<file path="src/rtl/serial_compare_ctrl.sv">
// serial_compare_ctrl: sequenced unsigned magnitude comparator for wide operands.
// Latches A and B on accept, then compares one DIGIT-bit slice per cycle,
// most-significant slice first, through a single shared slice comparator.
// It stops at the first unequal slice and reports a one-hot less/equal/greater
// result together with the number of slice compares performed.
//
// Ports:
//   clk          rising-edge clock
//   rst          synchronous active-high reset
//   start_valid  request to start a compare
//   start_ready  high only while idle; accept = start_valid & start_ready
//   a, b         WIDTH-bit operands, sampled on accept only
//   abort        cancels a compare in progress (no result, no done)
//   busy         high while slices are being compared
//   done         one-cycle pulse when the result becomes valid
//   less/equal/greater  one-hot result, held until the next accept
//   cycles       slice compares used for the last result (1..NDIG)
module serial_compare_ctrl #(
    parameter int unsigned WIDTH = 16,
    parameter int unsigned DIGIT = 2,
    localparam int unsigned NDIG = WIDTH / DIGIT,
    localparam int unsigned CW   = $clog2(NDIG + 1)
) (
    input  logic             clk,
    input  logic             rst,
    input  logic             start_valid,
    output logic             start_ready,
    input  logic [WIDTH-1:0] a,
    input  logic [WIDTH-1:0] b,
    input  logic             abort,
    output logic             busy,
    output logic             done,
    output logic             less,
    output logic             equal,
    output logic             greater,
    output logic [CW-1:0]    cycles
);

    // Slice index width; a single-slice configuration still needs one bit.
    localparam int unsigned IW = (NDIG > 1) ? $clog2(NDIG) : 1;

    typedef enum logic [1:0] {
        IDLE = 2'd0,
        RUN  = 2'd1,
        DONE = 2'd2
    } state_t;

    state_t             state_q, state_d;
    logic [WIDTH-1:0]   a_q, a_d;
    logic [WIDTH-1:0]   b_q, b_d;
    logic [IW-1:0]      idx_q, idx_d;
    logic [CW-1:0]      cnt_q, cnt_d;

    logic               start_ready_d;
    logic               busy_d;
    logic               done_d;
    logic               less_d;
    logic               equal_d;
    logic               greater_d;
    logic [CW-1:0]      cycles_d;

    logic [DIGIT-1:0]   slice_a_c;
    logic [DIGIT-1:0]   slice_b_c;

    // Shared slice selector: slice idx of the latched operands.
    always_comb begin
        slice_a_c = DIGIT'(a_q >> (idx_q * DIGIT));
        slice_b_c = DIGIT'(b_q >> (idx_q * DIGIT));
    end

    // Next-state and next-output logic.
    always_comb begin
        state_d   = state_q;
        a_d       = a_q;
        b_d       = b_q;
        idx_d     = idx_q;
        cnt_d     = cnt_q;
        less_d    = less;
        equal_d   = equal;
        greater_d = greater;
        cycles_d  = cycles;
        done_d    = 1'b0;

        case (state_q)
            IDLE: begin
                if (start_valid) begin
                    a_d       = a;
                    b_d       = b;
                    idx_d     = IW'(NDIG - 1);
                    cnt_d     = '0;
                    less_d    = 1'b0;
                    equal_d   = 1'b0;
                    greater_d = 1'b0;
                    cycles_d  = '0;
                    state_d   = RUN;
                end
            end
            RUN: begin
                if (abort) begin
                    // Results were cleared at accept, so nothing is published.
                    state_d = IDLE;
                end else if (slice_a_c != slice_b_c) begin
                    less_d    = (slice_a_c < slice_b_c);
                    greater_d = (slice_a_c > slice_b_c);
                    cycles_d  = CW'(cnt_q + CW'(1));
                    done_d    = 1'b1;
                    state_d   = DONE;
                end else if (idx_q == '0) begin
                    equal_d  = 1'b1;
                    cycles_d = CW'(NDIG);
                    done_d   = 1'b1;
                    state_d  = DONE;
                end else begin
                    idx_d = IW'(idx_q - IW'(1));
                    cnt_d = CW'(cnt_q + CW'(1));
                end
            end
            DONE: begin
                state_d = IDLE;
            end
            default: begin
                state_d = IDLE;
            end
        endcase

        start_ready_d = (state_d == IDLE);
        busy_d        = (state_d == RUN);
    end

    // State, datapath and registered outputs.
    always_ff @(posedge clk) begin
        if (rst) begin
            state_q     <= IDLE;
            a_q         <= '0;
            b_q         <= '0;
            idx_q       <= '0;
            cnt_q       <= '0;
            start_ready <= 1'b1;
            busy        <= 1'b0;
            done        <= 1'b0;
            less        <= 1'b0;
            equal       <= 1'b0;
            greater     <= 1'b0;
            cycles      <= '0;
        end else begin
            state_q     <= state_d;
            a_q         <= a_d;
            b_q         <= b_d;
            idx_q       <= idx_d;
            cnt_q       <= cnt_d;
            start_ready <= start_ready_d;
            busy        <= busy_d;
            done        <= done_d;
            less        <= less_d;
            equal       <= equal_d;
            greater     <= greater_d;
            cycles      <= cycles_d;
        end
    end

endmodule

</file>
<file path="config.mk">
export PLATFORM = sky130hd
export DESIGN_NAME = serial_compare_ctrl
export DESIGN_NICKNAME = d
export VERILOG_FILES = /design/src/rtl/serial_compare_ctrl.sv
export SDC_FILE = /design/constraint.sdc
export NUM_CORES = 1
export LEC_CHECK = 0
export CORE_ASPECT_RATIO = 1.2
export CORE_UTILIZATION = 30
export CTS_BUF_LIST = sky130_fd_sc_hd__clkbuf_8 sky130_fd_sc_hd__clkbuf_16
export DETAILED_ROUTE_END_ITERATION = 12
export HOLD_SLACK_MARGIN = 0.12
export MAX_ROUTING_LAYER = met4
export SLEW_MARGIN = 20
export SYNTH_ARGS = -nofsm -noshare
export SYNTH_HDL_FRONTEND = slang
export SYNTH_SLANG_ARGS = --single-unit
</file>
<file path="constraint.sdc">
create_clock -name clk -period 4.22 [get_ports clk]
set_input_delay 1.055 -clock clk [delete_from_list [all_inputs] [get_ports clk]]
set_output_delay 1.055 -clock clk [all_outputs]
set_load 0.03 [all_outputs]
</file>
-- Word-level counts from Yosys, hierarchy flattened
Cells that the tools add are included.
Widths: inputs -> output; s select.
- RAM bits: 0
- input port bits: 36
- latch bits: 0
- register bits after elaboration: 51
- memories: 0
- memory bits (read-only): 0
- output and inout port bits: 10
- eq/ne operators: 10
- bitwise logic cells: 1
- add/subtract/negate cells: 2
- divide/modulo/power cells: 0
- reductions and logical operators: 10
- multiply operators: 0
- muxes and demuxes: 32
- order comparisons: 2
- shift-type cells: 2
- operators by type and width (kind ; number):
    $shr 16x4->2 ; 2
    $mux 4 ; 7
    $pmux 4 s2 ; 2
    $mux 3 ; 4
    $ne 2x2->1 const B ; 6
    $mux 1 ; 10
    $reduce_and 5->1 ; 2
    $mux 2 ; 4
    $reduce_and 4->1 ; 2
    $pmux 1 s2 ; 3
    $pmux 3 s2 ; 1
    $add 4x1->4 const B ; 1
    $eq 2x1->1 const B ; 2
    $logic_not 2->1 ; 2
    $pmux 2 s2 ; 1
    $logic_not 3->1 ; 1
    $ne 3x3->1 const B ; 1
    $reduce_or 3->1 ; 1
    $sub 3x1->3 const B ; 1
    $gt 2x2->1 ; 1
    $lt 2x2->1 ; 1
    $ne 2x2->1 ; 1
    $reduce_and 2->1 ; 1
    $reduce_bool 2->1 ; 1
    $not 1->1 ; 1

-- Longest topological paths before layout
Gate-level depths: netlist of the first run.
- word-level depth: 6
- mapped depth: 8
- depth with buffers taken out: 7

-- Worst setup path after synthesis of the first run
No wires, ideal clock.
- path kind: reg2reg
- start: register idx_q[0]
- end: register idx_q[2]
- setup time: 0.074 ns
- stages on the path, launching flop included: 9
- buffers on the path: 1
- setup slack: 1.540 ns
- data arrival time: 2.606 ns
- period minus slack after synthesis: 2.680 ns
- cells stage by stage: dfxtp_1 buf_2 mux4_2 mux2_2 ha_1 and2_2 a21oi_1 or4_1 a31oi_1
- cells in the longest elaborated chain, start to end: 5
- elaborated cells on any way between the ends: 12
- those cells by class: add/sub (1); eq/ne (3); shift (2); mux (4); reduce/logical (2)
- RTL lines (element ; line ; text):
    start, declared ; 51 ; logic [IW-1:0] idx_q, idx_d;
    start signal, assigned ; 149 ; idx_q <= idx_d;
    $sub 3x1->3 ; 114 ; idx_d = IW'(idx_q - IW'(1));
    $mux 3 ; 108 ; end else if (idx_q == '0) begin
    $mux 3 ; 102 ; end else if (slice_a_c != slice_b_c) begin
    $mux 3 ; 99 ; if (abort) begin
    $pmux 3 s2 ; 84 ; case (state_q)
Several ways; a longest one is shown, not always the timed one. The select of a mux whose other input is x is not followed.
A chain may end at the register's enable or synchronous reset.

-- Worst setup path in the final report of the first run
Ends and elaborated chain as after synthesis.

==> flow_summary.ini, run 1 <==
[sta]
finalHoldViolCount = 0
finClkSkew_ns = 0.00410
min_period_ns = 3.04
finalCritPeriodShare_pct = 72.0
setup_tns_ns = 0
setup_viol = 0
max_freq_mhz = 329
maxSlewHeadroom_pct = 26.9
final_max_slew_viol_count = 0
tightest_slew_ns = 1.09
rsz0062_at_grt = false
holdWs_ns = 0.457

[worst_setup_path]
start_kind = register
crit_path_max_fanout = 11
cp.arrival_ns = 3.27
worst-r2r-cell-count = 7
worstSetupPathType = reg2reg
required_ns = 4.45
end_kind = register

[die]
core_area_sq_um = 7270
core.rowCount = 34
fp.dieH_um = 96.9
ios = 46
die_width_um = 81.1
die-area_sq_um = 7850
start_util_pct = 30.9

[power]
power_switching_w = 0.000410
p_sw_share_pct = 33.8
pwr-share-comb_pct = 28.9
intPower_w = 0.000803
seq_power_share_pct = 47.8
p_clk_share_pct = 23.3
p_leak_nw = 1.02
p_per_area_nw_per_um2 = 430
peakVddDrop_mv = 0.227

[final_layout]
utilization_pct = 38.8
multi_input_area_sq_um = 1110
drive_gt1_share_pct = 8.45
fin_nets = 336
diodes = 0
layout.cells.non_filler = 386
regArea_sq_um = 1020
area_growth_pct = 25.5
fillers = 743

[clock_network]
clkTransAtPathRegs_ns = 0.09
cts_resized = 0
clockRootBuffer = clkbuf_8
cts.sinks = 51
cts_hold_buf = 0
htree_num_levels = 2
cts_made_buffers = 5
worstSkewPairLatency_ns = 0.30
clock_path_buffers = 2
cts_tree = done
cts_setup_buffers = 0

[global_route]
grt_pass1_wl_um = 8510
grt_max_degree = 34
grtUsageTotal_pct = 14.4
grt_pass1_vias = 1810
overflow = 0
antenna_found_initial = 0

[place]
io_buffer_count = 45
dp_hpwl_um = 3590
gp_congestion = 0.783
dp.cells = 378

[detailed_routing]
drtIter0Drc = 102
wl_per_cell_um = 13.1
via_per_inst = 4.85
drtPass1Iterations = 4
routed_wl_um = 5060
remaining_drc_errors = 0
vias = 1872
drtAntennaViolNets = 0

[yosys]
synth.distinct_cells = 36
syn_area_per_cell_sq_um = 8.62
synth.largest_area_cell = dfxtp_1
synth_area_leaders = dfxtp_1 45%, nand2_1 11%, a21oi_1 11%, mux4_2 8.0%, ha_1 2.8%
syn_inst = 261
seq_area_frac_synth_pct = 45.4
syn_area_sq_um = 2250
yosys-top-cells-count = 66 x nand2_1, 51 x dfxtp_1, 49 x a21oi_1
synth_edf_count = 0
yosys_warnings = 0
synthesis.nets = 302
yosysMostFrequentCell = nand2_1
ys_ff_latch = 51
yosysTopAreaCellShare_pct = 45.4
synthArstFlopShare_pct = 0
synthFlopType = dfxtp_1

[flow_run]
maxCapViolCount = 0

[status]
status = completed

[hold_path]
min_delay_path_depth = 2
hold_class = reg2reg
-- worst max-delay path, stage by stage, from the launching register on --
cell and delay, ns:
dfxtp_1 0.72, mux4_2 0.58, mux2_2 0.28, ha_1 0.34
and2_2 0.21, a21oi_1 0.17, or4_1 0.50, a31oi_1 0.16
-- worst paths after layout --
path / start / to / slack, ns
setup / recovery: idx_q[0]$_SDFFE_PP0P_ / idx_q[2]$_SDFFE_PP0P_ / 1.18
hold / removal: b_q[9]$_SDFFE_PP0P_ / b_q[9]$_SDFFE_PP0P_ / 0.46
setup reg to reg: idx_q[0]$_SDFFE_PP0P_ / idx_q[2]$_SDFFE_PP0P_ / 1.18
hold reg to reg: b_q[9]$_SDFFE_PP0P_ / b_q[9]$_SDFFE_PP0P_ / 0.46
-- kinds of logic (layout without fill, tap and decap cells) --
family                   Yosys count  count (layout)  share of synthesized area (%)
AO/OA/AOI/OAI                     68              68                           16.2
XOR/XNOR                           2               2                          0.779
adder cells (fa/ha/maj)            5               5                           2.78
buffers and inverters             25              60                           5.12
flip-flops                        51              51                           45.4
multiplexers                      13              13                           10.3
AND/OR/NAND/NOR                   97              97                           19.4
-- registers in the layout (all words and copies together) (netlist names) --
name	count
busy	1
b_q	16
a_q	16
done	1
cnt_q	4
less	1
state_q	2
cycles	4
greater	1
equal	1
start_ready	1
idx_q	3
-- power by group through the flow --
| stage | clock, W | combinational [W] | sequential (W) |
|---|---|---|---|
| after floorplan | 0 | 0.000261 | 0.000575 |
| final | 0.000283 | 0.000351 | 0.000580 |
| after global placement | 0 | 0.000345 | 0.000590 |
| after detailed placement | 0 | 0.000350 | 0.000592 |
| after global routing | 0.000314 | 0.000392 | 0.000589 |
| after CTS | 0.000293 | 0.000351 | 0.000581 |
-- area by class of cell --
class / instances / share of cell area (%)
clock buffer: 5 / 2.44
timing repair buffer: 48 / 16.8
sequential: 51 / 36.2
tap: 90 / 3.99
clock inverter: 3 / 0.665
inverter: 4 / 0.532
multi-input combinational: 185 / 39.5
-- metal layers --
metal | routed length [um] | up-vias | GRT usage [%]
met2 | 2490 | 47 | 23.0
met4 | 70 | 0 | 4.95
li1 | - | 972 | -
met3 | 230 | 6 | 3.21
met1 | 2270 | 847 | 17.7
met5 | 0 | - | -
-- placed cells by master (no fill, tap or decap), types with 2 or more instances in the layout --
| master | Yosys | final |
|---|---|---|
| mux2_2 | 2 | 2 |
| nor3_1 | 6 | 6 |
| nand2_1 | 66 | 66 |
| a21oi_1 | 49 | 49 |
| clkdlybuf4s50_1 | 0 | 45 |
| ha_1 | 5 | 5 |
| a211oi_1 | 3 | 3 |
| clkinv_2 | 0 | 2 |
| nand3_1 | 2 | 2 |
| or4_1 | 3 | 3 |
| nor2_1 | 3 | 3 |
| mux2i_1 | 3 | 3 |
| a31oi_1 | 2 | 2 |
| dfxtp_1 | 51 | 51 |
| and3_1 | 2 | 2 |
| o21ai_0 | 10 | 10 |
| inv_1 | 4 | 4 |
| mux4_2 | 8 | 8 |
| nand4_1 | 6 | 6 |
| clkbuf_8 | 0 | 5 |
| nor2b_1 | 2 | 2 |
| buf_4 | 2 | 3 |
-- stage by stage --
step	setup slack [ns]	cell area (sq um)	power, W
after floorplan	1.54	2250	0.000836
after global placement	1.28	2740	0.000936
after detailed placement	1.20	2740	0.000942
after CTS	1.16	2820	0.00123
after global routing	0.930	2820	0.00129
final	1.18	2820	0.00121
Note: power is estimated with default switching activity, not from simulation.
==> run 2, diff against run 1 <==
==> constraint.sdc (replaced) <==
create_clock -name clk -period 2.8 [get_ports clk]
set_input_delay 0.7 -clock clk [delete_from_list [all_inputs] [get_ports clk]]
set_output_delay 0.7 -clock clk [all_outputs]
set_load 0.03 [all_outputs]
==> flow_summary.ini, run 2 (same netlist as run 1, synthesis figures left out) <==
[detailed_routing]
routed_wl_um = 5050
remaining_drc_errors = 0
drtIter0Drc = 80
vias = 1911
drtPass1Iterations = 4
via_per_inst = 4.88
wl_per_cell_um = 12.9
drtAntennaViolNets = 0

[worst_setup_path]
end_kind = register
cp.arrival_ns = 2.80
required_ns = 3.04
crit_path_start = idx_q[0]$_SDFFE_PP0P_
start_kind = register
worstSetupPathType = reg2reg
worst-r2r-cell-count = 7
crit_path_max_fanout = 9
r2r-end = idx_q[2]$_SDFFE_PP0P_
timing.rr.start = idx_q[0]$_SDFFE_PP0P_
rrSetupSlack_ns = 0.23

[final_layout]
layout_common_cells = 66 x nand2_1, 49 x a21oi_1, 49 x dfxtp_1
mostFrequentLayoutCell = nand2_1
drive_gt1_share_pct = 10.6
top_regs = a_q: 16 flops, b_q: 16 flops
area_growth_pct = 28.0
diodes = 0
fin_nets = 342
layout.cells.non_filler = 392
fillers = 770

[power]
p_per_area_nw_per_um2 = 653
peakVddDrop_mv = 0.320
power.total_w = 0.00188
p_leak_nw = 1.06

[clock_network]
cts_resized = 0
cts_tree = done
htree_num_levels = 2
cts.sinks = 51
cts_made_buffers = 5
clock_path_buffers = 2
cts_hold_buf = 0
worstSkewPairLatency_ns = 0.30
clkTransAtPathRegs_ns = 0.09
cts_setup_buffers = 0
clockRootBuffer = clkbuf_8

[hold_path]
hold_class = reg2reg
min_to = b_q[14]$_SDFFE_PP0P_
hp-start = b_q[14]$_SDFFE_PP0P_
min_delay_path_depth = 2

[global_route]
grt_pass1_wl_um = 8480
antenna_found_initial = 0
grtUsageTotal_pct = 14.4
overflow = 0
grt_max_degree = 52
grt_pass1_vias = 1791

[sta]
max_freq_mhz = 390
layout_setup_ws_ns = 0.235
min_period_ns = 2.57
final_max_slew_viol_count = 0
maxSlewHeadroom_pct = 63.7
finalHoldViolCount = 0
setup_viol = 0
finClkSkew_ns = 0.00900
tightest_slew_ns = 0.543
holdWs_ns = 0.456
finalCritPeriodShare_pct = 91.6
setup_tns_ns = 0
rsz0062_at_grt = false

[place]
dp.cells = 384
post-place-ws_ns = 0.0340
gp_congestion = 0.843
io_buffer_count = 45
dp_hpwl_um = 3670

[die]
die-area_sq_um = 7850
core_area_sq_um = 7270
core.rowCount = 34
start_util_pct = 30.9
fp.dieH_um = 96.9
ios = 46
die_width_um = 81.1

[flow_run]
maxCapViolCount = 0

[status]
status = completed
run 2: worst max-delay path by stage:
stage | end | slack [ns] | cells past startpoint
after global placement | idx_q[2]$_SDFFE_PP0P_ | 0.11 | 7
after floorplan | idx_q[2]$_SDFFE_PP0P_ | 0.12 | 8
after global routing | idx_q[2]$_SDFFE_PP0P_ | 0.06 | 7
after detailed placement | idx_q[2]$_SDFFE_PP0P_ | 0.03 | 7
final | idx_q[2]$_SDFFE_PP0P_ | 0.23 | 7
after CTS | idx_q[2]$_SDFFE_PP0P_ | 0.02 | 7
run 2: worst max-delay path, cell delays in order (launching register included):
cell and delay, ns:
dfxtp_4 0.43, mux4_2 0.51, mux2_2 0.27, ha_1 0.36
and2_2 0.23, a21oi_1 0.09, or4_1 0.46, a31oi_1 0.16
run 2: report_power, final:
group,internal [W],leakage (nW),switching [W]
Combinational,0.000270,0.586,0.000301
Sequential,0.000799,0.419,0.0000740
Clock,0.000199,0.0526,0.000238
Total,0.00127,1.06,0.000613
run 2: per-stage QoR:
step	cell area [sq um]	utilization, %
finish	2880	39.6
global route	2880	39.6
CTS	2880	39.5
detailed placement	2780	38.2
global placement	2780	38.2
floorplan	2250	-
run 2: final cells by class:
class | instances | area (sq um) | share of cell area, %
clock inverter | 2 | 12.5 | 0.434
multi-input combinational | 185 | 1110 | 38.7
sequential | 51 | 1030 | 35.6
timing repair buffer | 54 | 518 | 18.0
inverter | 4 | 15.0 | 0.521
clock buffer | 6 | 82.6 | 2.87
tap | 90 | 113 | 3.91
run 2: metal layers:
metal,share of wire [%],track usage (%),vias up
li1,-,-,987
met1,45,17.7,874
met2,50,22.9,45
met3,4.0,3.40,5
met4,1.2,4.67,0
met5,0,-,-
